[src/rtl/boron_pkg.sv]
// Shared BORON definitions: block geometry, word slice type, skid FSM
// encoding, and the word-level XOR layer with its inverse.
package boron_pkg;

  localparam int BORON_WORD_LEN  = 16;
  localparam int BORON_BLOCK_LEN = 64;
  localparam int BORON_ROUNDS    = 25;

  typedef logic [BORON_WORD_LEN-1:0]  boron_word_t;
  typedef logic [BORON_BLOCK_LEN-1:0] boron_block_t;

  typedef enum logic [1:0] {
    SKID_EMPTY = 2'd0,
    SKID_ONE   = 2'd1,
    SKID_FULL  = 2'd2
  } skid_state_e;

  // y0 = w0^w1, y1 = w1^w2, y2 = w2^w3, y3 = w3
  function automatic boron_block_t boron_xor_layer(input boron_block_t x);
    boron_word_t w0, w1, w2, w3;
    w0 = x[15:0];
    w1 = x[31:16];
    w2 = x[47:32];
    w3 = x[63:48];
    return {w3, w2 ^ w3, w1 ^ w2, w0 ^ w1};
  endfunction

  // Inverse layer, unwound from the top word downwards.
  function automatic boron_block_t boron_xor_layer_inv(input boron_block_t y);
    boron_word_t w0, w1, w2, w3;
    w3 = y[63:48];
    w2 = y[47:32] ^ w3;
    w1 = y[31:16] ^ w2;
    w0 = y[15:0]  ^ w1;
    return {w3, w2, w1, w0};
  endfunction

endpackage

[src/rtl/boron_skid_buffer.sv]
// Generic 2-entry valid/ready register slice. in_ready is decoded from the
// state register only, so out_ready never reaches in_ready combinationally.
//
//   state      | meaning
//   SKID_EMPTY | no entry held
//   SKID_ONE   | main register valid
//   SKID_FULL  | main and skid registers valid, upstream stalled
module boron_skid_buffer
  import boron_pkg::*;
#(
  parameter int W = 8
) (
  input  logic         clk,
  input  logic         rst,
  input  logic         flush,
  input  logic         in_valid,
  output logic         in_ready,
  input  logic [W-1:0] in_payload,
  output logic         out_valid,
  input  logic         out_ready,
  output logic [W-1:0] out_payload
);

  skid_state_e  state, state_nxt;
  logic [W-1:0] m_data, s_data;
  logic         accept, drain;

  assign accept = in_valid && in_ready;
  assign drain  = out_valid && out_ready;

  // State register.
  always_ff @(posedge clk) begin
    if (rst) state <= SKID_EMPTY;
    else     state <= state_nxt;
  end

  // Next-state decode; flush overrides any same-cycle handshake.
  always_comb begin
    state_nxt = state;
    if (flush) begin
      state_nxt = SKID_EMPTY;
    end else begin
      unique case (state)
        SKID_EMPTY: if (accept) state_nxt = SKID_ONE;
        SKID_ONE: begin
          if (accept && !drain)      state_nxt = SKID_FULL;
          else if (!accept && drain) state_nxt = SKID_EMPTY;
        end
        SKID_FULL:  if (drain) state_nxt = SKID_ONE;
        default:    state_nxt = SKID_EMPTY;
      endcase
    end
  end

  // Handshake outputs decoded from the state register.
  always_comb begin
    out_valid = (state != SKID_EMPTY);
    in_ready  = (state != SKID_FULL);
  end

  // Payload registers; only written on accept or on FULL->ONE promotion, so
  // an undriven in_payload while in_valid is low never gets captured.
  always_ff @(posedge clk) begin
    if (rst) begin
      m_data <= '0;
      s_data <= '0;
    end else if (!flush) begin
      unique case (state)
        SKID_EMPTY: if (accept) m_data <= in_payload;
        SKID_ONE: begin
          if (accept && drain)       m_data <= in_payload;
          else if (accept && !drain) s_data <= in_payload;
        end
        SKID_FULL: begin
          if (drain) begin
            m_data <= s_data;
            s_data <= '0;
          end
        end
        default: ;
      endcase
    end
  end

  assign out_payload = m_data;

endmodule

[src/rtl/boron_xor_layer_stage.sv]
// BORON XOR-layer round stage: applies the word XOR layer at capture, carries
// the round tag through a skid buffer, and counts completed output blocks.
module boron_xor_layer_stage
  import boron_pkg::*;
#(
  parameter int DATA_LEN   = BORON_WORD_LEN,
  parameter int ROUND_W    = 5,
  parameter int LAST_ROUND = BORON_ROUNDS
) (
  input  logic                  clk,
  input  logic                  rst,
  input  logic                  in_valid,
  output logic                  in_ready,
  input  logic [4*DATA_LEN-1:0] in_data,
  input  logic [ROUND_W-1:0]    in_round,
  input  logic                  flush,
  output logic                  out_valid,
  input  logic                  out_ready,
  output logic [4*DATA_LEN-1:0] out_data,
  output logic [ROUND_W-1:0]    out_round,
  output logic                  out_last,
  output logic [15:0]           blk_count
);

  localparam int BLK = 4 * DATA_LEN;
  localparam int PW  = BLK + ROUND_W;
  localparam logic [ROUND_W-1:0] LAST_TAG = ROUND_W'(LAST_ROUND);

  logic [BLK-1:0] xor_result;
  logic [PW-1:0]  out_payload;

  // Native BORON width reuses the shared layer; other widths slice generically.
  if (BLK == BORON_BLOCK_LEN) begin : g_native
    always_comb xor_result = boron_xor_layer(in_data);
  end else begin : g_generic
    // Word-wise XOR with the next-higher word; top word passes through.
    always_comb begin
      xor_result = in_data;
      for (int i = 0; i < 3; i++) begin
        xor_result[i*DATA_LEN +: DATA_LEN] =
          in_data[i*DATA_LEN +: DATA_LEN] ^ in_data[(i+1)*DATA_LEN +: DATA_LEN];
      end
    end
  end

  boron_skid_buffer #(.W(PW)) u_skid (
    .clk         (clk),
    .rst         (rst),
    .flush       (flush),
    .in_valid    (in_valid),
    .in_ready    (in_ready),
    .in_payload  ({xor_result, in_round}),
    .out_valid   (out_valid),
    .out_ready   (out_ready),
    .out_payload (out_payload)
  );

  assign out_data  = out_payload[PW-1:ROUND_W];
  assign out_round = out_payload[ROUND_W-1:0];
  assign out_last  = (out_round == LAST_TAG);

  // Completed-transfer counter; a flush cycle swallows the drain.
  always_ff @(posedge clk) begin
    if (rst)                               blk_count <= '0;
    else if (!flush && out_valid && out_ready) blk_count <= blk_count + 16'd1;
  end

endmodule

[config.mk]
export PLATFORM = sky130hd
export DESIGN_NAME = boron_xor_layer_stage
export DESIGN_NICKNAME = d
export VERILOG_FILES = /design/src/rtl/boron_pkg.sv /design/src/rtl/boron_skid_buffer.sv /design/src/rtl/boron_xor_layer_stage.sv
export SDC_FILE = /design/constraint.sdc
export NUM_CORES = 1
export LEC_CHECK = 0
export ABC_AREA = 1
export BUFFER_PORTS_ARGS = -buffer_cell sky130_fd_sc_hd__buf_2
export CORE_AREA = 2 2 120 122
export CTS_CLUSTER_DIAMETER = 120
export CTS_CLUSTER_SIZE = 24
export DETAILED_ROUTE_END_ITERATION = 7
export DIE_AREA = 0 0 122 124
export HOLD_SLACK_MARGIN = 0.06
export PLACE_DENSITY = 0.89
export SLEW_MARGIN = 10
export SYNTH_ARGS = -nofsm -noshare
export SYNTH_HDL_FRONTEND = slang
export SYNTH_SLANG_ARGS = --single-unit
[constraint.sdc]
create_clock -name clk -period 2.3 [get_ports clk]
set_input_delay 0.23 -clock clk [delete_from_list [all_inputs] [get_ports clk]]
set_output_delay 0.23 -clock clk [all_outputs]
set_load 0.03 [all_outputs]
==> qor.txt, run 1 <==
fraction of the yosys area taken by sequential cells: 0.416
met3 routed wirelength: 1.83 mm
quantity of I/O buffers inserted on ports: 161
minimum period implied by the final worst setup slack: 2.15 ns
drt total wl: 21.5 mm
register share of total power: 0.420
post-detailed-route DRC marker count: 0
Die Area: 15100 um^2
number of standard cells after synthesis: 1172
Ant. Diodes: 0
post-detailed-placement half-perimeter wirelength: 14.4 mm
CP endpoint kind: primary output
Clock Path Buffers: 2
boundary pin count: 162
Combinational Power Share: 0.198
type of the most critical hold path: in -> reg
post-synthesis register bit count: 156
layout net count: 1373
Hold Fails Final Rpt: 0
overflow left after global routing: 0
final setup violation count: 0
Vias per Instance: 5.43
Worst Reg-to-Reg Cells: 10
switching share of total power: 0.301
final critical-path share of the clock period: 0.936
Clock Sinks: 156
area added between synthesis and finish: 20.7%
cell repeated most along the worst path: buf_12
Worst Max-Slew Pin Slew: 0.525 ns
starting DRC count in detailed routing: 740
number of setup buffers added after CTS: 0
leakage power figure: 4.42 nW
Pint: 0.00504 W
start point of the worst min-delay path: flush
detailed-route wire length on metal 1: 8.66 mm
Worst Clk Skew: 0.00856 ns
max-slew violation total from the final report: 0
Finished Layout Cells: 1485
average size of a mapped cell: 6.41 um^2
combined area of all synthesized cells: 7510 um^2
first drt pass iteration count: 5
antenna violations before repair: 1
effective utilization at floorplan: 0.548
number of core rows: 43
total met2 wirelength after detailed routing: 10.4 mm
synth unique cells: 27
number of buffers inserted by hold repair at cts: 0
share of power burned in the clock network: 0.382
standard cell with the maximum stage delay on the critical path: dfxtp_1
first-pass GRT wire length: 34.0 mm
source-to-sink clock delay at the later pin of the worst-skew pair: 0.43 ns
arrival time reported for the critical path endpoint: 1.92 ns
Reg clk slew, reported paths: 0.06 ns
critical path class: reg -> out
worst-path cell chain: inv_1 -> ha_4 -> buf_12 -> inv_2 -> buf_12 -> buf_2
placed cells: 1454
run status: complete, no violations
routability congestion estimate from global placement: 0.864
net count of the mapped netlist: 1252
via count of the first global-routing pass: 7212
IR Drop Worst-Case VDD: 0.538 mV
number of warning messages in the yosys log: 0
overall fraction of global-route tracks in use: 0.284
residual antenna-violating net count after detailed routing: 0
setup repair after global routing missed its margin: no
total power per unit cell area: 794 nW/um^2
net switching power: 0.00216 W
sink of the worst hold path: u_skid.state[0]
number of buffers inserted during clock tree synthesis: 17
reg-to-reg slack, setup: 0.28 ns
launching element type of the critical path: flop
total vias in the final route: 8067
number of levels the H-tree was split into: 4
max capacitance violation total: 0
routed len/inst: 14.4 um
CTS Root Cell: clkbuf_16
RR Startpoint: u_skid.state[0]
die boundary height: 124 um
Max Fanout on Critical Path: 52
Resized Gates After CTS: 0
relative slew slack: 0.650
die width: 122 um
total design power: 0.00720 W
area of the core region: 13700 um^2
highest signal layer in the routed design: met5
maximum number of pins on one net before global-route repair: 70
Hold Path Depth: 4
TritonCTS clock tree: yes
required time of the worst setup path: 2.07 ns
highest clock frequency the design can meet: 465 MHz
endpoint of the worst register-to-register path: u_skid.s_data[14]
aggregate negative setup slack: 0 ns
critical path's largest stage delay: 0.40 ns
fraction of layout cells with a size suffix above 1: 0.166
[sequential cells by signal, indices dropped and copies added (netlist names)]
name	count
blk_count	16
u_skid.s_data	69
u_skid.state	2
u_skid.out_payload	69
[worst max-delay path: cells and delay by family (launching register included)]
family / cells / cell delay, ns
buffers and inverters: 5 / 0.85
adder cells (fa/ha/maj): 1 / 0.20
flip-flops: 1 / 0.40
[layer usage]
metal | up-vias | global-route usage
met3 | 52 | 0.0655
li1 | 3992 | -
met2 | 335 | 0.472
met1 | 3686 | 0.354
met4 | 2 | 0.124
met5 | - | 0
[power groups by stage]
stage	Sequential [W]	Combinational (W)	Clock, W
6_report	0.00302	0.00143	0.00275
5_1_grt	0.00304	0.00158	0.00289
4_1_cts	0.00302	0.00142	0.00276
3_5_place_dp	0.00308	0.00141	0
3_3_place_gp	0.00307	0.00138	0
2_1_floorplan	0.00331	0.000732	0
[cell families after synthesis]
family	after synthesis	share of synthesized area
and+or+nand+nor	660	0.347
buffers and inverters	127	0.0758
xor gates and xnor gates	1	0.00117
DFF	156	0.416
adders and majority gates	6	0.00999
AOI/OAI and AO/OA	222	0.150
[cell usage after synthesis]
cell	count	share of area
a21boi_0	1	0.0010
o21ai_0	66	0.044
dfxtp_1	156	0.42
nand4_1	5	0.0042
clkbuf_1	23	0.011
nand3_1	76	0.051
buf_4	4	0.0040
o21bai_1	1	0.0010
inv_2	4	0.0020
nor2_2	1	0.00083
or2_1	1	0.00083
a21oi_1	151	0.10
nor2_1	345	0.17
nor3_1	1	0.00067
buf_2	38	0.025
buf_1	6	0.0030
nor3b_1	1	0.0010
o21bai_2	1	0.0015
xor2_1	1	0.0012
buf_6	4	0.0060
o21a_1	1	0.0010
ha_1	6	0.010
inv_1	48	0.024
nand2_2	3	0.0025
nor4b_1	1	0.0012
a21oi_2	1	0.0012
nand2_1	226	0.11
[area by class of cell]
cell class / count / area, um^2
tap: 180 / 225
clock buffer: 27 / 523
fill: 1203 / 4650
timing repair buffer: 177 / 1100
inverter: 52 / 196
sequential: 156 / 3120
multi-input combinational: 889 / 3850
clock inverter: 4 / 53.8
[how the worst max path moves through the flow]
| stage | start | end | slack [ns] | cells past startpoint |
|---|---|---|---|---|
| after floorplan | u_skid.out_payload[4] | out_last | 0.44 | 2 |
| after global placement | u_skid.state[0] | u_skid.s_data[18] | 0.40 | 10 |
| final | u_skid.state[0] | in_ready | 0.15 | 6 |
| after global routing | u_skid.state[0] | in_ready | 0.04 | 6 |
| after CTS | u_skid.state[0] | in_ready | 0.13 | 6 |
| after detailed placement | u_skid.state[0] | u_skid.s_data[14] | 0.32 | 10 |
[through the flow]
| stage | area (um^2) | setup WS [ns] | util | hold WS [ns] |
|---|---|---|---|---|
| finish | 9070 | 0.148 | 0.661 | 0.127 |
| global route | 9070 | 0.0413 | 0.661 | 0.136 |
| CTS | 9070 | 0.129 | 0.661 | 0.119 |
| detailed placement | 8490 | 0.316 | 0.619 | 0.456 |
| global placement | 8490 | 0.401 | 0.619 | 0.452 |
| floorplan | 7510 | 0.442 | - | 0.299 |
[cells in the final DEF, fill, tap and decap left out, types with 6 or more instances in the layout]
cell type  synthesis  final
buf_12             0     14
nand2_1          226    225
clkbuf_8           0      6
a21oi_1          151    151
dfxtp_1          156    156
clkbuf_16          0     17
o21ai_0           66     66
buf_2             38    161
nor2_1           345    345
nand3_1           76     76
inv_1             48     47
Note: power is estimated with default switching activity, not from simulation.
==> inputs of run 2 (changes only) <==
- PLACE_DENSITY: 0.89 -> 0.76
==> qor.txt, run 2 (synthesis results as in run 1) <==
Vias per Instance: 5.27
launching element type of the critical path: flop
TritonCTS clock tree: yes
critical path class: reg -> out
Clock Path Buffers: 2
highest clock frequency the design can meet: 452 MHz
kind of cell adding the most delay to the critical path: buffers and inverters
die width: 122 um
start point of the worst min-delay path: flush
leakage power figure: 4.44 nW
routed len/inst: 14.0 um
area added between synthesis and finish: 20.8%
Resized Gates After CTS: 0
setup repair after global routing missed its margin: no
reg-to-reg slack, setup: 0.26 ns
aggregate negative setup slack: 0 ns
number of setup buffers added after CTS: 0
fraction of layout cells with a size suffix above 1: 0.168
effective utilization at floorplan: 0.548
arrival time reported for the critical path endpoint: 1.98 ns
most used cells in the layout excluding fill and tap cells: nor2_1 (345), nand2_1 (225), buf_2 (160)
RR Startpoint: u_skid.state[1]
total power per unit cell area: 806 nW/um^2
area of the core region: 13700 um^2
residual antenna-violating net count after detailed routing: 0
Reg clk slew, reported paths: 0.06 ns
Max Fanout on Critical Path: 76
layout net count: 1375
drt total wl: 20.8 mm
required time of the worst setup path: 2.07 ns
number of buffers inserted during clock tree synthesis: 17
Worst Clk Skew: 0.00644 ns
overflow left after global routing: 0
endpoint of the worst register-to-register path: u_skid.out_payload[45]
run status: complete, no violations
number of buffers inserted by hold repair at cts: 0
CP endpoint kind: primary output
source-to-sink clock delay at the later pin of the worst-skew pair: 0.42 ns
antenna violations before repair: 4
total vias in the final route: 7846
first drt pass iteration count: 7
sink of the worst hold path: u_skid.state[0]
Die Area: 15100 um^2
final critical-path share of the clock period: 0.961
die boundary height: 124 um
maximum number of pins on one net before global-route repair: 77
first-pass GRT wire length: 33.0 mm
Worst Reg-to-Reg Cells: 9
worst-path cell chain: inv_1 -> ha_4 -> buf_12 -> inv_2 -> buf_12 -> clkbuf_4
relative slew slack: 0.663
IR Drop Worst-Case VDD: 0.521 mV
Hold Path Depth: 4
Worst Max-Slew Pin Slew: 0.505 ns
minimum period implied by the final worst setup slack: 2.21 ns
leading cell type in the layout, fill and taps excluded: nor2_1
boundary pin count: 162
starting DRC count in detailed routing: 775
final core area utilization: 0.661
Clock Sinks: 156
critical path's largest stage delay: 0.41 ns
CTS Root Cell: clkbuf_16
routability congestion estimate from global placement: 0.866
max-slew violation total from the final report: 0
max capacitance violation total: 0
post-detailed-placement half-perimeter wirelength: 13.9 mm
via count of the first global-routing pass: 6786
number of core rows: 43
post-detailed-route DRC marker count: 0
standard cell with the maximum stage delay on the critical path: dfxtp_1
number of levels the H-tree was split into: 4
Hold Fails Final Rpt: 0
cell repeated most along the worst path: buf_12
overall fraction of global-route tracks in use: 0.277
final setup violation count: 0
type of the most critical hold path: in -> reg
quantity of I/O buffers inserted on ports: 161
WP buf/inv: 5
-- run 2: per-stage QoR --
step / area, um^2 / hold WS (ns) / instances / setup slack (ns) / total power (W)
after floorplan: 7510 / 0.299 / 1172 / 0.442 / 0.00404
after global placement: 8460 / 0.453 / 1456 / 0.392 / 0.00445
after detailed placement: 8460 / 0.459 / 1456 / 0.325 / 0.00447
after CTS: 9060 / 0.130 / 1487 / 0.0734 / 0.00733
after global routing: 9070 / 0.152 / 1490 / 0.00147 / 0.00762
final: 9070 / 0.145 / 1490 / 0.0895 / 0.00731
-- run 2: worst register-to-register path, stage by stage (launching register included) --
cell and delay (ns):
dfxtp_1 0.45, inv_1 0.12, ha_1 0.23, nor2_1 0.18, o21bai_2 0.14, nand2_4 0.31
buf_12 0.28, nand3_1 0.12, nand2_1 0.07, nor2_1 0.04
-- run 2: metal layers --
layer | global-route usage | wire, um
met1 | 0.374 | 9190
met5 | 0 | 17
met3 | 0.0568 | 1670
met4 | 0.114 | 505
met2 | 0.432 | 9410
-- run 2: worst max-delay path by stage --
stage	endpoint	from	cells after the start	slack, ns
floorplan	out_last	u_skid.out_payload[4]	2	0.44
global placement	blk_count[10]	u_skid.state[0]	11	0.39
detailed placement	blk_count[10]	u_skid.state[0]	10	0.32
finish	in_ready	u_skid.state[0]	6	0.09
global route	in_ready	u_skid.state[0]	6	0.001
CTS	in_ready	u_skid.state[0]	6	0.07
-- run 2: area by class of cell --
cell class	count	area [um^2]
inverter	52	198
timing repair buffer	179	1070
fill	1263	4650
antenna	3	7.51
clock inverter	6	109
sequential	156	3120
multi-input combinational	889	3850
clock buffer	25	495
tap	180	225
-- run 2: power by group --
group / total (W) / internal (W) / switching [W]
Sequential: 0.00302 / 0.00291 / 0.000112
Combinational: 0.00141 / 0.000464 / 0.000945
Clock: 0.00288 / 0.00182 / 0.00107
Total: 0.00731 / 0.00519 / 0.00213
